$ cat config.mk
export PLATFORM = sky130hd
export DESIGN_NAME = sfx_scheduler
export DESIGN_NICKNAME = d
export VERILOG_FILES = /design/src/rtl/sfx_pkg.sv /design/src/rtl/sfx_req_fifo.sv /design/src/rtl/sfx_scheduler.sv
export SDC_FILE = /design/constraint.sdc
export NUM_CORES = 1
export LEC_CHECK = 0
export ABC_CLOCK_PERIOD_IN_PS = 4430
export BUFFER_PORTS_ARGS = -buffer_cell sky130_fd_sc_hd__buf_2
export CAP_MARGIN = 25
export CORE_MARGIN = 3
export CORE_UTILIZATION = 30
export CTS_CLUSTER_SIZE = 14
export DETAILED_ROUTE_END_ITERATION = 10
export SLEW_MARGIN = 40
export SYNTH_ARGS = -nofsm -noshare
export SYNTH_HDL_FRONTEND = slang
export SYNTH_SLANG_ARGS = --single-unit
$ cat constraint.sdc
create_clock -name clock -period 4.43 [get_ports clock]
set_input_delay 0.6645 -clock clock [delete_from_list [all_inputs] [get_ports clock]]
set_output_delay 0.6645 -clock clock [all_outputs]
set_load 0.01 [all_outputs]
$ cat src/rtl/sfx_pkg.sv
// Shared constants for the sound-effect scheduler: request ids, voice count and
// the dispatcher state encoding.
package sfx_pkg;

    localparam int unsigned NUM_VOICES = 3;

    localparam logic [1:0] SFX_JUMP  = 2'd0;
    localparam logic [1:0] SFX_SCORE = 2'd1;
    localparam logic [1:0] SFX_DEATH = 2'd2;
    localparam logic [1:0] SFX_FLUSH = 2'd3;

    typedef enum logic [1:0] {
        IDLE     = 2'd0,
        TRIG     = 2'd1,
        WAIT_ACK = 2'd2
    } sched_state_e;

    // One-hot trigger vector for a voice id; flush (3) has no voice.
    function automatic logic [NUM_VOICES-1:0] voice_onehot(input logic [1:0] id);
        case (id)
            SFX_JUMP:  return 3'b001;
            SFX_SCORE: return 3'b010;
            SFX_DEATH: return 3'b100;
            default:   return 3'b000;
        endcase
    endfunction

endpackage

$ cat src/rtl/sfx_req_fifo.sv
// Request queue for jump/score ids: synchronous FIFO with clear, level, and
// head/tail visibility (tail feeds request coalescing).
module sfx_req_fifo #(
    parameter int DEPTH = 4,
    parameter int WIDTH = 2
) (
    input  logic                     clock,
    input  logic                     reset,
    input  logic                     push,
    input  logic                     pop,
    input  logic                     clear,
    input  logic [WIDTH-1:0]         din,
    output logic [WIDTH-1:0]         head,
    output logic [WIDTH-1:0]         tail,
    output logic [$clog2(DEPTH):0]   level,
    output logic                     full,
    output logic                     empty
);

    localparam int PW = $clog2(DEPTH);
    localparam int LW = PW + 1;

    logic [WIDTH-1:0] mem_q [DEPTH];
    logic [PW-1:0]    wr_ptr_q, wr_ptr_d;
    logic [PW-1:0]    rd_ptr_q, rd_ptr_d;
    logic [LW-1:0]    level_q, level_d;
    logic [PW-1:0]    tail_ptr;
    logic             push_ok;
    logic             pop_ok;

    assign full     = (level_q == LW'(DEPTH));
    assign empty    = (level_q == '0);
    assign push_ok  = push && !full && !clear;
    assign pop_ok   = pop && !empty && !clear;
    assign tail_ptr = wr_ptr_q - PW'(1);
    assign head     = mem_q[rd_ptr_q];
    assign tail     = mem_q[tail_ptr];
    assign level    = level_q;

    // NOTE: every always_comb output gets a default first, so no path leaves a value held (no latch).
    always_comb begin
        wr_ptr_d = wr_ptr_q;
        rd_ptr_d = rd_ptr_q;
        level_d  = level_q;
        if (clear) begin
            wr_ptr_d = '0;
            rd_ptr_d = '0;
            level_d  = '0;
        end else begin
            if (push_ok) wr_ptr_d = wr_ptr_q + PW'(1);
            if (pop_ok)  rd_ptr_d = rd_ptr_q + PW'(1);
            level_d = level_q + LW'(push_ok) - LW'(pop_ok);
        end
    end

    // NOTE: sequential state uses non-blocking assignments so all flops update from pre-edge values.
    always_ff @(posedge clock) begin
        if (reset) begin
            wr_ptr_q <= '0;
            rd_ptr_q <= '0;
            level_q  <= '0;
        end else begin
            wr_ptr_q <= wr_ptr_d;
            rd_ptr_q <= rd_ptr_d;
            level_q  <= level_d;
        end
    end

    // NOTE: storage is not reset; level gates every read, so stale entries are never observed.
    always_ff @(posedge clock) begin
        if (push_ok) mem_q[wr_ptr_q] <= din;
    end

endmodule

$ cat src/rtl/sfx_scheduler.sv
// Routes sound requests to the jump/score/death voices with a queued FIFO and a
// death priority slot. Define SFX_COALESCE_EN to absorb repeats of the tail entry.
module sfx_scheduler
    import sfx_pkg::*;
#(
    parameter int FIFO_DEPTH  = 4,
    parameter int TRIG_CYCLES = 8,
    parameter int ACK_TIMEOUT = 64
) (
    input  logic                        clock,
    input  logic                        reset,
    input  logic                        req_valid,
    input  logic [1:0]                  req_id,
    output logic                        req_ready,
    input  logic [NUM_VOICES-1:0]       voice_busy,
    output logic [NUM_VOICES-1:0]       trig,
    output logic [$clog2(FIFO_DEPTH):0] level,
    output logic [7:0]                  dropped,
    output logic                        ack_timeout
);

    localparam int CW = 10;

`ifdef SFX_COALESCE_EN
    localparam bit COALESCE_EN = 1'b1;
`else
    localparam bit COALESCE_EN = 1'b0;
`endif

    sched_state_e          state_q, state_d;
    logic [CW-1:0]         cnt_q, cnt_d;
    logic [1:0]            voice_q, voice_d;
    logic [NUM_VOICES-1:0] trig_q, trig_d;
    logic                  prio_q, prio_d;
    logic [7:0]            dropped_q, dropped_d;
    logic                  ack_timeout_q, ack_timeout_d;

    logic                  fifo_req, flush_req, death_req;
    logic                  absorb, drop, pop, prio_take;
    logic [1:0]            fifo_head, fifo_tail;
    logic                  fifo_full, fifo_empty;

    assign fifo_req  = req_valid && (req_id == SFX_JUMP || req_id == SFX_SCORE);
    assign death_req = req_valid && (req_id == SFX_DEATH);
    assign flush_req = req_valid && (req_id == SFX_FLUSH);
    assign absorb    = COALESCE_EN && fifo_req && !fifo_empty && (fifo_tail == req_id);
    // req_ready comes from the registered level, so a same-cycle pop never frees a slot.
    assign drop      = fifo_req && !absorb && fifo_full;

    sfx_req_fifo #(
        .DEPTH (FIFO_DEPTH),
        .WIDTH (2)
    ) u_fifo (
        .clock (clock),
        .reset (reset),
        .push  (fifo_req && !absorb),
        .pop   (pop),
        .clear (flush_req),
        .din   (req_id),
        .head  (fifo_head),
        .tail  (fifo_tail),
        .level (level),
        .full  (fifo_full),
        .empty (fifo_empty)
    );

    always_comb begin
        state_d       = state_q;
        cnt_d         = cnt_q;
        voice_d       = voice_q;
        trig_d        = trig_q;
        ack_timeout_d = ack_timeout_q;
        pop           = 1'b0;
        prio_take     = 1'b0;
        case (state_q)
            IDLE: begin
                if (prio_q) begin
                    prio_take = 1'b1;
                    voice_d   = SFX_DEATH;
                    trig_d    = voice_onehot(SFX_DEATH);
                    cnt_d     = '0;
                    state_d   = TRIG;
                end else if (!fifo_empty && !voice_busy[fifo_head]) begin
                    pop     = 1'b1;
                    voice_d = fifo_head;
                    trig_d  = voice_onehot(fifo_head);
                    cnt_d   = '0;
                    state_d = TRIG;
                end
            end
            TRIG: begin
                if (cnt_q == CW'(TRIG_CYCLES - 1)) begin
                    trig_d  = '0;
                    cnt_d   = '0;
                    state_d = WAIT_ACK;
                end else begin
                    cnt_d = cnt_q + CW'(1);
                end
            end
            WAIT_ACK: begin
                if (voice_busy[voice_q]) begin
                    state_d = IDLE;
                end else if (cnt_q == CW'(ACK_TIMEOUT - 1)) begin
                    ack_timeout_d = 1'b1;
                    state_d       = IDLE;
                end else begin
                    cnt_d = cnt_q + CW'(1);
                end
            end
            default: begin
                trig_d  = '0;
                state_d = IDLE;
            end
        endcase
    end

    // A fresh death request wins over the slot being consumed in the same cycle.
    always_comb begin
        prio_d = prio_q;
        if (flush_req)      prio_d = 1'b0;
        else if (death_req) prio_d = 1'b1;
        else if (prio_take) prio_d = 1'b0;
    end

    always_comb begin
        dropped_d = dropped_q;
        if (drop && dropped_q != 8'hFF) dropped_d = dropped_q + 8'd1;
    end

    always_ff @(posedge clock) begin
        if (reset) begin
            state_q       <= IDLE;
            cnt_q         <= '0;
            voice_q       <= '0;
            trig_q        <= '0;
            prio_q        <= 1'b0;
            dropped_q     <= '0;
            ack_timeout_q <= 1'b0;
        end else begin
            state_q       <= state_d;
            cnt_q         <= cnt_d;
            voice_q       <= voice_d;
            trig_q        <= trig_d;
            prio_q        <= prio_d;
            dropped_q     <= dropped_d;
            ack_timeout_q <= ack_timeout_d;
        end
    end

    assign req_ready   = !fifo_full;
    assign trig        = trig_q;
    assign dropped     = dropped_q;
    assign ack_timeout = ack_timeout_q;

endmodule

# Word level (Yosys, flattened, before mapping)
# Memories as Yosys holds them, arrays and structs flattened. A register that Yosys moved wholly into a read port is not among the register bits.
# Cells that the tools add are included.
classes:
  reduce_logical: 28
  n_bitwise: 2
  n_lt_le_gt_ge: 2
  addsub: 6
  eq_ne: 16
  muxes: 34
ops:
  columns: ["cell", "n"]
  rows:
  - ["10-bit two-way mux", 5]
  - ["10-bit one-hot mux with 3 select lines", 1]
  - ["2-bit two-way mux", 9]
  - ["3-bit one-hot mux with 3 select lines", 2]
  - ["1-bit two-way mux", 11]
  - ["10-bit by 1-bit adder with 10-bit output, second input constant", 1]
  - ["10-bit by 3-bit equality test with 1-bit output, second input constant", 1]
  - ["10-bit by 6-bit equality test with 1-bit output, second input constant", 1]
  - ["1-bit logical AND", 10]
  - ["3-bit two-way mux", 3]
  - ["3-bit AND reduction", 3]
  - ["8-bit by 1-bit adder with 8-bit output, second input constant", 1]
  - ["2-bit equality test, second input constant", 4]
  - ["8-bit != test, second input constant", 1]
  - ["2-bit by 1-bit equality test with 1-bit output, second input constant", 3]
  - ["2-bit zero test", 3]
  - ["2-bit by 3-bit < comparator with 1-bit output, second input constant", 2]
  - ["2-bit != test, second input constant", 3]
  - ["3-bit != test, second input constant", 2]
  - ["2-bit one-hot mux with 3 select lines", 1]
  - ["2-bit by 1-bit adder with 2-bit output, second input constant", 2]
  - ["1-bit binary-select mux with 2-bit select", 2]
  - ["1-bit zero test", 4]
  - ["4-bit AND reduction", 1]
  - ["10 further kinds", 12]
word_totals:
  output_inout_bits: 16
  inputBits: 8
  register_bits: 34
  ram_bits: 8
  wordCells: 99
  mem_count: 1
mem_list:
  columns: ["name", "depth", "word_bits", "rd", "rd_clocked_by_memory_dff", "write_ports", "line_no", "rtl"]
  rows:
  - ["u_fifo.mem_q", 4, 2, 1, 1, 1, "sfx_req_fifo.sv:23", "logic [WIDTH-1:0] mem_q [DEPTH];"]

# Longest topological paths before layout
logic_depth:
  ltp_word: 11
  mapped_depth: 12
  mapped_depth_nobuf: 12

# Modules after synthesis
# A second synthesis with hierarchy kept.
hier_totals:
  hier_cells: 234
  hier_area_um2: 2319.7
modules_own_cells:
  columns: ["mod", "instances", "seq_area_each_um2", "cells_each", "area_each_um2"]
  rows:
  - ["sfx_scheduler", 1, 540.5, 170, 1480.2]
  - ["sfx_req_fifo", 1, 420.4, 64, 839.6]

# Worst setup path before layout
# OpenSTA, ideal clock, no wires.
synth_timing:
  path_kind: "flip-flop to flip-flop"
  from: "reg with a tool-made name"
  to: "reg u_fifo.level_q[2] (netlist: u_fifo.level[2])"
  required_time_ns: 4.310
  path_slack_ns: 1.510
  period_less_slack_ns: 2.920
  stages_incl_launch_ff: 13
  arrival_ns: 2.800
  path_cell_list: "dfxtp_1 > mux4_2 > mux2i_4 > o211a_1 > and3_1 > ha_1 > inv_1 > ha_1 > inv_1 > fa_1 > xor2_1 > xnor2_1 > nor2_1"
synth_lines:
  columns: ["item", "line_no", "rtl"]
  rows:
  - ["end signal, assigned", "sfx_req_fifo.sv:65", "level_q <= level_d;"]
  - ["end, declared", "sfx_req_fifo.sv:26", "logic [LW-1:0] level_q, level_d;"]

==> impl_metrics.json <==
{
  "status": "complete, no violations",
  "hold_viol_final": 0,
  "finalNetCount": 288,
  "p_total_mw": 1.292,
  "routed-via-count": 1951,
  "post-place-ws_ns": 1.321,
  "synthDistinctLibCells": 53,
  "synth-main-ff-cell": "dfxtp_1",
  "p_leak_nw": 1.003,
  "clk_pin_slew_ns": 0.09,
  "slew_headroom": 0.4351,
  "grt_max_degree": 31,
  "yosys_warnings": 0,
  "chipWidth_um": 94.60,
  "fin_ws_ns": 1.297,
  "timing.hold.ws_ns": 0.4692,
  "cts_made_buffers": 5,
  "utilization": 0.3616,
  "p_per_area_nw_per_um2": 479.7,
  "overflow": 0,
  "r2r_slack_ns": 1.30,
  "antenna_found_initial": 0,
  "skew_ns": 0.003844,
  "r2r-end": "u_fifo.level[2]",
  "start_util": 0.3162,
  "port_buffers": 23,
  "drive_gt1_frac": 0.1716,
  "die_h_um": 94.60,
  "required_ns": 4.62,
  "dr.first_iter.drc_count": 148,
  "grt_pass1_vias": 1867,
  "yosysTopAreaCell": "dfxtp_1",
  "tns_ns": 0,
  "cts_sinks": 44,
  "n_antenna_cell": 0,
  "synth-edff-count": 8,
  "syn_inst": 244,
  "postSynthNetCount": 265,
  "cts_root_buf": "clkbuf_8",
  "hpwl_um": 3659,
  "netlist.area_leader.share": 0.3061,
  "synthTopCellsByArea": "dfxtp_1, edfxtp_1, ha_1",
  "grt_first_pass_wirelength_um": 8763,
  "cp-endpoint": "u_fifo.level[2]",
  "period_needed_ns": 3.133,
  "grt_usage": 0.1207,
  "wl_per_cell_um": 13.76,
  "ioPinCount": 24,
  "htreeDepth": 2,
  "hold_path.class": "flip-flop to flip-flop",
  "setup_viol": 0,
  "crit_fanout": 7,
  "wl_um": 5050,
  "worstMarginPinSlew_ns": 0.8385,
  "area_delta_synth_final_pct": 14.35,
  "gp_congestion": 0.7681,
  "maxCapViolations": 0,
  "n_fill_cell": 788,
  "ant_nets": 0,
  "avgSynthCellArea_um2": 9.651,
  "die_area_um2": 8948,
  "hold_buffers": 0,
  "drtPass1Iterations": 4,
  "cp_data_arrival_time_ns": 3.32,
  "cts_resized": 0,
  "path_class": "flip-flop to flip-flop",
  "vias_per_cell": 5.316,
  "syn_area_um2": 2355,
  "fmax_ghz": 0.3191,
  "synth-seq-cells": 44,
  "post-cts-setup-buffer-count": 0,
  "rows": 31,
  "endpoint_kind": "flip-flop",
  "fin_crit_sh": 0.7073,
  "tritoncts": "yes",
  "coreArea_um2": 7447,
  "irDropWorstVdd_v": 0.0002316,
  "async_flop_share": 0,
  "clk_latency_ns": 0.29,
  "rsz0062_at_grt": "false",
  "slew_viol_final": 0,
  "drc": 0,
  "ys_seq_area_frac": 0.4081,
  "ctsLongestPathBuffers": 2,
  "cp-start-kind": "flip-flop",
  "rr_worst_depth": 12
}
## through the flow
stage / std cells / area, µm²
2_1_floorplan: 244 / 2355
3_3_place_gp: 359 / 2572
3_5_place_dp: 359 / 2576
4_1_cts: 367 / 2693
5_1_grt: 367 / 2693
6_report: 367 / 2693
## synthesized netlist by cell type (4+ instances only)
| cell | number |
|---|---|
| nor2_1 | 16 |
| clkbuf_1 | 7 |
| or3_1 | 6 |
| edfxtp_1 | 8 |
| o21ai_0 | 6 |
| o32ai_1 | 7 |
| nand4_1 | 5 |
| ha_1 | 12 |
| nand2_1 | 15 |
| nand3_1 | 10 |
| a21oi_1 | 10 |
| and2_1 | 7 |
| inv_1 | 20 |
| mux2i_1 | 4 |
| o31ai_1 | 5 |
| nor2b_1 | 4 |
| a221oi_1 | 6 |
| dfxtp_1 | 36 |
| xor2_1 | 5 |
## how the worst min path moves through the flow
stage | startpoint | cells past startpoint | to | slack (ns)
finish | trig[2] | 2 | trig[2] | 0.47
global route | trig[2] | 2 | trig[2] | 0.50
CTS | trig[2] | 2 | trig[2] | 0.48
detailed placement | trig[2] | 2 | trig[2] | 0.47
global placement | trig[2] | 2 | trig[2] | 0.46
floorplan | u_fifo.rd_ptr_q[1] | 2 | flip-flop | 0.45
## per-layer routing
| metal | GRT usage | up-vias | routed length [µm] |
|---|---|---|---|
| met3 | 0.02629 | 2 | 247 |
| met5 | 0 | - | 0 |
| met2 | 0.1755 | 48 | 2139 |
| met1 | 0.1813 | 936 | 2632 |
| met4 | 0.02764 | 0 | 30 |
| li1 | - | 965 | - |
## cells in the final DEF, fill, tap and decap left out, types with 3 or more instances in the layout
cell,synthesis,routed
nor2_1,16,16
buf_2,2,23
mux2i_1,4,4
a21oi_1,10,10
clkbuf_8,0,5
xnor2_1,3,3
nor2b_1,4,4
nand3_1,10,10
nand2_1,15,15
o32ai_1,7,7
o21ai_0,6,6
and2_1,7,7
nor4_1,3,3
o2111ai_1,3,3
dfxtp_1,36,36
xor2_1,5,5
o31ai_1,5,5
edfxtp_1,8,8
nand4_1,5,5
or4_1,3,3
or2_2,3,3
inv_1,20,20
a221oi_1,6,6
nand3b_1,3,3
or3_1,6,6
ha_1,12,12
## power breakdown
part	switching, mW	internal [mW]
registers	0.0394	0.450
clock network	0.146	0.170
logic	0.274	0.212
## cell type report
| class | count | area [µm²] | area share |
|---|---|---|---|
| repair buffers | 25 | 130.1 | 0.04833 |
| clock buffers | 5 | 68.82 | 0.02556 |
| inverters | 20 | 75.07 | 0.02788 |
| well taps | 99 | 123.9 | 0.04600 |
| flip-flops and latches | 44 | 960.9 | 0.3569 |
| clock inverters | 3 | 47.55 | 0.01766 |
| multi-input cells | 171 | 1286 | 0.4777 |
## state kept, by name, indices dropped and copies added, names as in the netlist, named ones only
name / count
cnt_q: 10
dropped: 8
ack_timeout: 1
u_fifo.mem_q: 8
u_fifo.level: 3
voice_q: 2
u_fifo.wr_ptr_q: 2
u_fifo.rd_ptr_q: 2
trig: 3
prio_q: 1
state_q: 2
## logic make-up after synthesis
group,synth area share
and+or+nand+nor,0.1854
AOI/OAI and AO/OA,0.2115
DFF,0.4081
buffers and inverters,0.04729
adders and majority gates,0.07226
xor gates and xnor gates,0.02976
muxes,0.04569
## critical path, cell delays in order (launching register included)
cell      delay [ns]
dfxtp_1         0.38
mux4_2          0.62
nand3b_1        0.25
o211a_1         0.32
and3_1          0.24
ha_1            0.24
inv_1           0.06
ha_1            0.13
inv_1           0.05
fa_1            0.36
xor2_1          0.18
xnor2_1         0.15
nor2_1          0.05
No activity file was read; power rests on OpenSTA's default activity.
